===== src/rtl/door_event_monitor.sv =====
// rtl/door_event_monitor.sv - passage decoder with BCD occupancy and alarm-episode counts
//
// Watches the turnstile controller indicators (grn, red, buzz) and the two
// presence sensors. It decodes completed passages in each direction and keeps
// a BCD occupancy count plus a saturating alarm-episode count.
//
// Ports:
//   KEY[0]              step clock, rising edge active
//   KEY[1]              asynchronous active-low reset
//   grn, red, buzz      controller indicator outputs
//   sen_in, sen_out     entry / exit presence sensors, 1 = occupied
//   HEX3, HEX2          occupancy tens / units, active-low segments a..g on bits 0..6
//   HEX4                alarm count as a hex digit
//   occ_tens, occ_units BCD occupancy
//   alarm_cnt           alarm episodes, saturating at 15
//   evt_in, evt_out     one-cycle pulse per committed entry / exit
//   full, empty         occupancy at OCC_MAX / at zero
//   ovf, unf            sticky: entry at full / exit at empty
//   state               FSM state, for debug
module door_event_monitor #(
  parameter int OCC_MAX = 99
) (
  input  logic [1:0] KEY,
  input  logic       grn,
  input  logic       red,
  input  logic       buzz,
  input  logic       sen_in,
  input  logic       sen_out,
  output logic [0:6] HEX3,
  output logic [0:6] HEX2,
  output logic [0:6] HEX4,
  output logic [3:0] occ_tens,
  output logic [3:0] occ_units,
  output logic [3:0] alarm_cnt,
  output logic       evt_in,
  output logic       evt_out,
  output logic       full,
  output logic       empty,
  output logic       ovf,
  output logic       unf,
  output logic [2:0] state
);

  typedef enum logic [2:0] {
    IDLE  = 3'b000,
    IN1   = 3'b001,
    IN2   = 3'b010,
    OUT1  = 3'b011,
    OUT2  = 3'b100,
    ALARM = 3'b101
  } state_t;

  localparam logic [3:0] MAX_T = 4'(OCC_MAX / 10);
  localparam logic [3:0] MAX_U = 4'(OCC_MAX % 10);

  logic   clk;
  logic   rst_n;
  state_t st;
  logic   alarm;
  logic   clear;
  logic   at_max;
  logic   at_zero;
  logic [3:0] inc_t, inc_u, dec_t, dec_u, alarm_sat;

  assign clk     = KEY[0];
  assign rst_n   = KEY[1];
  assign state   = st;
  assign alarm   = red | buzz;
  assign clear   = ~sen_in & ~sen_out;
  assign at_max  = (occ_tens == MAX_T) && (occ_units == MAX_U);
  assign at_zero = (occ_tens == 4'd0) && (occ_units == 4'd0);
  assign full    = at_max;
  assign empty   = at_zero;

  // BCD neighbours of the current count; only used when the bound allows.
  always_comb begin
    inc_t     = occ_tens;
    inc_u     = occ_units + 4'd1;
    dec_t     = occ_tens;
    dec_u     = occ_units - 4'd1;
    if (occ_units == 4'd9) begin
      inc_u = 4'd0;
      inc_t = occ_tens + 4'd1;
    end
    if (occ_units == 4'd0) begin
      dec_u = 4'd9;
      dec_t = occ_tens - 4'd1;
    end
    alarm_sat = (alarm_cnt == 4'hF) ? alarm_cnt : alarm_cnt + 4'd1;
  end

  always_ff @(posedge clk or negedge rst_n) begin
    if (!rst_n) begin
      st        <= IDLE;
      occ_tens  <= 4'd0;
      occ_units <= 4'd0;
      alarm_cnt <= 4'd0;
      evt_in    <= 1'b0;
      evt_out   <= 1'b0;
      ovf       <= 1'b0;
      unf       <= 1'b0;
    end else begin
      evt_in  <= 1'b0;
      evt_out <= 1'b0;
      case (st)
        IDLE: begin
          if (alarm) begin
            st <= ALARM; alarm_cnt <= alarm_sat;
          end else if (grn & sen_in & ~sen_out) begin
            st <= IN1;
          end else if (grn & sen_out & ~sen_in) begin
            st <= OUT1;
          end
        end
        IN1: begin
          if (alarm) begin
            st <= ALARM; alarm_cnt <= alarm_sat;
          end else if (sen_out) begin
            st <= IN2;
          end else if (clear) begin
            st <= IDLE;
          end
        end
        // The commit check comes before the alarm check: a passage that has
        // fully cleared the sensors is counted even if an alarm arrives.
        IN2: begin
          if (clear) begin
            st     <= IDLE;
            evt_in <= 1'b1;
            if (at_max) begin
              ovf <= 1'b1;
            end else begin
              occ_tens  <= inc_t;
              occ_units <= inc_u;
            end
          end else if (alarm) begin
            st <= ALARM; alarm_cnt <= alarm_sat;
          end
        end
        OUT1: begin
          if (alarm) begin
            st <= ALARM; alarm_cnt <= alarm_sat;
          end else if (sen_in) begin
            st <= OUT2;
          end else if (clear) begin
            st <= IDLE;
          end
        end
        OUT2: begin
          if (clear) begin
            st      <= IDLE;
            evt_out <= 1'b1;
            if (at_zero) begin
              unf <= 1'b1;
            end else begin
              occ_tens  <= dec_t;
              occ_units <= dec_u;
            end
          end else if (alarm) begin
            st <= ALARM; alarm_cnt <= alarm_sat;
          end
        end
        ALARM: begin
          if (~alarm & clear) st <= IDLE;
        end
        default: st <= IDLE;
      endcase
    end
  end

  function automatic logic [0:6] seg7(input logic [3:0] v);
    case (v)
      4'h0: seg7 = 7'b0000001;
      4'h1: seg7 = 7'b1001111;
      4'h2: seg7 = 7'b0010010;
      4'h3: seg7 = 7'b0000110;
      4'h4: seg7 = 7'b1001100;
      4'h5: seg7 = 7'b0100100;
      4'h6: seg7 = 7'b0100000;
      4'h7: seg7 = 7'b0001111;
      4'h8: seg7 = 7'b0000000;
      4'h9: seg7 = 7'b0000100;
      4'hA: seg7 = 7'b0001000;
      4'hB: seg7 = 7'b1100000;
      4'hC: seg7 = 7'b0110001;
      4'hD: seg7 = 7'b1000010;
      4'hE: seg7 = 7'b0110000;
      default: seg7 = 7'b0111000;
    endcase
  endfunction

  assign HEX3 = seg7(occ_tens);
  assign HEX2 = seg7(occ_units);
  assign HEX4 = seg7(alarm_cnt);

endmodule


===== config.mk =====
export PLATFORM = sky130hd
export DESIGN_NAME = door_event_monitor
export DESIGN_NICKNAME = d
export VERILOG_FILES = /design/src/rtl/door_event_monitor.sv
export SDC_FILE = /design/constraint.sdc
export NUM_CORES = 1
export LEC_CHECK = 0
export CORE_MARGIN = 8
export CORE_UTILIZATION = 35
export DETAILED_ROUTE_END_ITERATION = 6
export PLACE_DENSITY = 0.69
export SYNTH_ARGS = -nofsm -noshare
export SYNTH_HDL_FRONTEND = slang
export SYNTH_SLANG_ARGS = --single-unit

===== constraint.sdc =====
create_clock -name KEY -period 3.2 [get_ports KEY]
set_clock_uncertainty 0.15 [all_clocks]
set_input_delay 0.32 -clock KEY [delete_from_list [all_inputs] [get_ports KEY]]
set_output_delay 0.32 -clock KEY [all_outputs]
set_load 0.02 [all_outputs]

==> results of run 1 <==
==> flip-flops by register name, indices dropped and copies added, names as in the netlist <==
name and cells:
evt_out 1, occ_units 4, unf 1, ovf 1, occ_tens 4, state 3, alarm_cnt 4, evt_in 1
==> layout by cell type, fill, tap and decap left out, types with 3 or more instances in the layout <==
| master | instances |
|---|---|
| inv_1 | 18 |
| ha_1 | 18 |
| nor2_1 | 21 |
| a21oi_1 | 15 |
| nor2b_1 | 3 |
| nand3_1 | 7 |
| o22ai_1 | 5 |
| nor3_1 | 4 |
| o31ai_1 | 3 |
| o21ai_0 | 20 |
| xnor2_1 | 5 |
| nand2_1 | 13 |
| clkbuf_8 | 6 |
| o211ai_1 | 5 |
| nand2b_1 | 4 |
| mux2i_1 | 4 |
| dfrtp_1 | 19 |
| clkdlybuf4s50_1 | 47 |
| a31oi_1 | 7 |
==> layer usage <==
metal / vias up / GRT usage
met5: - / 0
met4: 0 / 0.0468
met3: 5 / 0.0616
met2: 55 / 0.178
met1: 850 / 0.152
li1: 896 / -
==> power by group through the flow <==
stage | Combinational [mW] | Sequential (mW) | Clock (mW)
final | 2.06 | 0.513 | 0.374
after global routing | 2.25 | 0.538 | 0.425
after global placement | 2.08 | 0.515 | 0
after CTS | 2.09 | 0.512 | 0.397
after detailed placement | 2.08 | 0.520 | 0
after floorplan | 1.32 | 0.483 | 0
==> cell families after synthesis <==
| family | after synthesis |
|---|---|
| buffers and inverters | 34 |
| AOI/OAI and AO/OA | 72 |
| adders and majority gates | 18 |
| and+or+nand+nor | 69 |
| muxes | 9 |
| xor gates and xnor gates | 7 |
| DFF | 19 |
==> through the flow <==
| stage | instances | hold WS [ns] | power, mW | area [um2] |
|---|---|---|---|---|
| final | 339 | -0.479 | 2.95 | 2460 |
| after global routing | 339 | -0.484 | 3.22 | 2460 |
| after CTS | 339 | -0.475 | 3.00 | 2460 |
| after detailed placement | 331 | -0.446 | 2.60 | 2370 |
| after global placement | 331 | -0.446 | 2.59 | 2370 |
| after floorplan | 228 | -0.446 | 1.80 | 1870 |
==> critical path: stages (launching register included) <==
cell,delay (ns)
dfrtp_1,0.51
inv_1,0.16
ha_1,0.22
nand2_1,0.12
or3_4,0.43
inv_1,0.10
clkdlybuf4s50_1,0.61
==> final cells by class <==
| class | instances | share of cell area |
|---|---|---|
| Clock buffer | 7 | 0.0351 |
| Multi-Input combinational cell | 175 | 0.511 |
| Timing Repair Buffer | 48 | 0.195 |
| Clock inverter | 1 | 0.00153 |
| Sequential cell | 19 | 0.193 |
| Inverter | 19 | 0.0290 |
| Tap cell | 70 | 0.0356 |
==> final timing paths <==
kind	from	end	slack (ns)
setup reg to reg	occ_tens[1]	occ_tens[1]	0.76
min in group KEY	unf	unf	0.31
hold / removal	KEY[1]	occ_units[3]	-0.48
max in group asynchronous	KEY[1]	evt_in	3.26
setup / recovery	occ_tens[1]	full	0.32
hold reg to reg	unf	unf	0.31
==> run_results.csv, run 1 <==
group,metric,value,unit
status,status,"finished, violations left",
status,violations,"negative hold slack",
worst_setup_path,rr_worst_depth,7,
synth,avgSynthCellArea,8.22,um2
route,via_per_inst,5.33,
synth,ys_types,56,
route,met3_wirelength,350,um
worst_setup_path,critPathLaunchType,"flip-flop",
finish,fin_util,0.478,
sta,drv_slew,0,
sta,hold_viol,19,
power_and_ir_drop,combPwrFrac,0.700,
synth,ys_seq_elements,19,
worst_setup_path,path_max_fanout,11,
synth,ys_seq_area_frac,0.254,
worst_setup_path,crit_type,"reg2out",
sta,setup_tns,0,ns
placement,place_ws,0.610,ns
clocking,cts_setup_buffers,0,
sta,fin_ws,0.323,ns
route,ant_nets,0,
finish,areaGrowthSynthToFinish,31.1,%
power_and_ir_drop,powerDensity,1200,nW/um2
placement,dp_hpwl,3.54,mm
power_and_ir_drop,p_sw,1.54,mW
grt,grt_max_degree,20,
sta,fin_crit,2.88,ns
grt,grt_usage,0.123,
power_and_ir_drop,seqPwrFrac,0.174,
sta,report.final.setup_viol,0,
synth,synth-edff-count,0,
synth,synth_flop_cell,"dfrtp_1",
synth,synth_common_cells,"nor2_1 (21), o21ai_0 (20), dfrtp_1 (19), ha_1 (18), inv_1 (18)",
route,route.met2.wl,2.20,mm
floorplanning,io_pins,49,
grt,antenna_found_initial,0,
route,drc,0,
power_and_ir_drop,p_int,1.41,mW
finish,drive_gt1_frac,0.0781,
power_and_ir_drop,swShare,0.522,
route,met1Wirelength,2.21,mm
power_and_ir_drop,p_clk_frac,0.127,
placement,routabilityCongestion,0.838,
finish,seqCellArea,475,um2
synth,synth_nets,253,
floorplanning,die_y,89.2,um
sta,max_freq,0.348,GHz
synth,yosysTopAreaCell,"dfrtp_1",
clocking,clk_pin_slew,0.08,ns
job,maxCapViolations,0,
synth,synth.area.mux_share,0.0654,
worst_setup_path,critical_path_required,2.73,ns
finish,diodes,0,
power_and_ir_drop,power.leakage,1.06,nW
synth,ys_warn_count,0,
synth,synth_area_leaders,"dfrtp_1 (25%), ha_1 (12%), o21ai_0 (5.3%)",
finish,nNetsFinal,294,
grt,grt_pass1_wl,7.80,mm
synth,synth_top_family_by_area,"compound AO/OA/AOI/OAI gates",
route,top_layer,"met4",
sta,rsz0062_at_grt,"no",
route,vias,1806,
synth,synth-compound-area-share,0.250,
clocking,cts_resized,0,
synth,postSynthCellCount,228,
synth,synth_area,1870,um2
sta,tightest_slew,0.721,ns
floorplanning,dieArea,7950,um2
floorplanning,num_rows,26,
synth,async_flop_share,1.00,
route,routed_wl,4.78,mm
worst_setup_path,crit_path_end_kind,"output pin",
route,drt_iter0_drc,142,
power_and_ir_drop,vdd_drop_max,0.494,mV
worst_hold_path,hold_path_class,"clk2async",
clocking,holdBufCountCts,0,
clocking,cts_tree,"built",
grt,grt_overflow,0,
synth,synth_xor_area_frac,0.0327,
floorplanning,core,5140,um2
synth,synth.most_common_cell,"nor2_1",
finish,fill_cells,520,
finish,multi_input_area,1250,um2
synth,synth_top_cell_area_share,0.254,
grt,first_global_vias,1690,
sta,max_slew_margin,0.517,
sta,hold_slack,-0.479,ns
floorplanning,die_width,89.2,um
floorplanning,initial_core_util,0.365,
route,wl_per_cell,14.1,um
sta,period_share,0.899,
synth,synth_fa_ha_area_frac,0.120,
worst_setup_path,crit_arrival,2.41,ns
route,dr.pass1.iters,4,
placement,numPortBuffers,47,
synth,synth-simple-area-share,0.201,
clocking,clk_latency,0.26,ns
Note: power is estimated with default switching activity, not from simulation.
==> run 2: changes to the inputs <==
--- a/config.mk
+++ b/config.mk
@@ -8,7 +8,9 @@
 export CORE_MARGIN = 8
 export CORE_UTILIZATION = 35
 export DETAILED_ROUTE_END_ITERATION = 6
-export PLACE_DENSITY = 0.69
+export DONT_BUFFER_PORTS = 1
+export PLACE_DENSITY = 0.57
+export SKIP_LAST_GASP = 1
 export SYNTH_ARGS = -nofsm -noshare
 export SYNTH_HDL_FRONTEND = slang
 export SYNTH_SLANG_ARGS = --single-unit
==> constraint.sdc (replaced) <==
create_clock -name KEY -period 3.2 [get_ports KEY]
set_clock_uncertainty 0.15 [all_clocks]
set_input_delay 0.64 -clock KEY [delete_from_list [all_inputs] [get_ports KEY]]
set_output_delay 0.64 -clock KEY [all_outputs]
set_load 0.02 [all_outputs]
==> run 2 against run 1 <==
The flow still finishes with violations (negative hold slack). Clock-buffer cell count is 1 lower. Utilization is 7.4 points lower. Critical path depth is 1 lower. Combinational power is 22% lower. Die area stayed put. Worst setup slack worse by 0.014 ns. Critical path type unchanged.
==> run_results.csv, run 2 (same netlist as run 1, synthesis figures left out) <==
group,metric,value,unit
power_and_ir_drop,combPwrFrac,0.634,
finish,drive_gt1_frac,0.146,
sta,period_share,0.904,
worst_setup_path,r2r_end,"occ_tens[1]",
worst_setup_path,cp_cell_sequence,"inv_1 > ha_1 > nand2_1 > or3_4 > inv_1",
power_and_ir_drop,seqPwrFrac,0.215,
route,drt_iter0_drc,119,
grt,met3_usage,0.0772,
sta,rsz0062_at_grt,"no",
power_and_ir_drop,vdd_drop_max,0.502,mV
worst_setup_path,crit_type,"reg2out",
clocking,clk_latency,0.26,ns
floorplanning,die_width,89.2,um
clocking,holdBufCountCts,0,
route,ant_nets,0,
power_and_ir_drop,p_int,1.03,mW
placement,dp_hpwl,3.50,mm
grt,grt_overflow,0,
route,routed_wl,4.70,mm
worst_setup_path,r2r_start,"occ_tens[1]",
grt,grt_max_degree,19,
route,via_per_inst,5.38,
grt,grt_usage,0.124,
sta,tightest_slew,0.709,ns
finish,reg.largest.list,"alarm_cnt (4), occ_tens (4), occ_units (4)",
clocking,cts_resized,0,
worst_setup_path,rr_worst_depth,7,
grt,use_met1,0.137,
worst_hold_path,hold_path_class,"clk2async",
placement,routabilityCongestion,0.806,
sta,fin_crit,2.89,ns
worst_setup_path,worst_path_max_delay_cell,"dfrtp_1",
finish,final_common_cell,"nor2_1",
finish,diodes,0,
sta,hold_slack,-0.474,ns
placement,dp.cells,295,
sta,max_freq,0.346,GHz
sta,hold_viol,19,
sta,setup_tns,0,ns
worst_setup_path,crit_path_end_kind,"output pin",
worst_setup_path,critPathCapture,"full",
finish,nNetsFinal,258,
power_and_ir_drop,swShare,0.593,
worst_setup_path,path_max_fanout,11,
floorplanning,die_y,89.2,um
finish,final_cells,303,
worst_setup_path,slowest_delay,0.59,ns
sta,report.final.setup_viol,0,
worst_setup_path,critical_path_required,2.41,ns
floorplanning,initial_core_util,0.365,
route,vias,1631,
grt,antenna_found_initial,0,
floorplanning,num_rows,26,
clocking,cts_setup_buffers,0,
worst_setup_path,path_depth,5,
clocking,clk_pin_slew,0.08,ns
worst_setup_path,startpoint,"occ_tens[1]",
route,dr.pass1.iters,4,
route,wl_per_cell,15.5,um
floorplanning,dieArea,7950,um2
placement,numPortBuffers,0,
power_and_ir_drop,powerDensity,1220,nW/um2
worst_setup_path,cp_top_family,"simple AND/OR/NAND/NOR gates",
power_and_ir_drop,p_sw,1.51,mW
finish,final_cell_mix,"nor2_1 (21), o21ai_0 (20), dfrtp_1 (19), inv_1 (18), ha_1 (18)",
sta,drv_slew,0,
grt,grt-busiest-layer,"met2",
finish,areaGrowthSynthToFinish,10.7,%
status,violations,"negative hold slack",
clocking,cts_tree,"built",
finish,fill_cells,544,
sta,max_slew_margin,0.525,
worst_setup_path,crit_buf_inv,2,
grt,grt_pass1_wl,7.57,mm
finish,fin_util,0.404,
job,maxCapViolations,0,
worst_setup_path,critPathLaunchType,"flip-flop",
grt,grt_use_met2,0.185,
status,status,"finished, violations left",
worst_setup_path,r2r_slack,0.59,ns
grt,first_global_vias,1562,
floorplanning,io_pins,49,
power_and_ir_drop,power.leakage,0.946,nW
worst_setup_path,crit_top_cell,"inv_1",
floorplanning,core,5140,um2
route,drc,0,
worst_setup_path,crit_arrival,2.10,ns
power_and_ir_drop,p_clk_frac,0.151,
==> run 2: metrics by stage <==
stage / setup WS (ns) / hold WS, ns / instance area [um2] / total power, mW
floorplan: 0.731 / -0.446 / 1870 / 1.80
global placement: 0.611 / -0.446 / 1980 / 2.17
detailed placement: 0.604 / -0.446 / 1980 / 2.17
CTS: 0.295 / -0.478 / 2080 / 2.59
global route: 0.177 / -0.469 / 2080 / 2.78
finish: 0.309 / -0.474 / 2080 / 2.54
==> run 2: routing by layer <==
layer,part of all wire,vias up
li1,-,824
met1,0.43,754
met2,0.46,46
met3,0.10,7
met4,0.0089,0
met5,0,-
==> run 2: layout make-up <==
type                            count  area, um2  share of cell area
Clock inverter                      2       13.8             0.00663
Inverter                           19       71.3              0.0344
Timing Repair Buffer               12       90.1              0.0434
Clock buffer                        6       82.6              0.0398
Tap cell                           70       87.6              0.0422
Multi-Input combinational cell    175       1250               0.605
Sequential cell                    19        475               0.229
==> run 2: power groups by stage <==
stage / combinational (mW) / sequential (mW) / clock [mW]
2_1_floorplan: 1.32 / 0.483 / 0
3_3_place_gp: 1.61 / 0.553 / 0
3_5_place_dp: 1.62 / 0.555 / 0
4_1_cts: 1.63 / 0.548 / 0.413
5_1_grt: 1.78 / 0.569 / 0.431
6_report: 1.61 / 0.545 / 0.384
==> run 2: how the worst min path moves through the flow <==
stage | from | to | slack [ns]
2_1_floorplan | KEY[1] | alarm_cnt[0] | -0.45
5_1_grt | KEY[1] | occ_units[1] | -0.47
3_5_place_dp | KEY[1] | alarm_cnt[0] | -0.45
3_3_place_gp | KEY[1] | alarm_cnt[0] | -0.45
4_1_cts | KEY[1] | occ_units[1] | -0.48
6_report | KEY[1] | occ_units[1] | -0.47
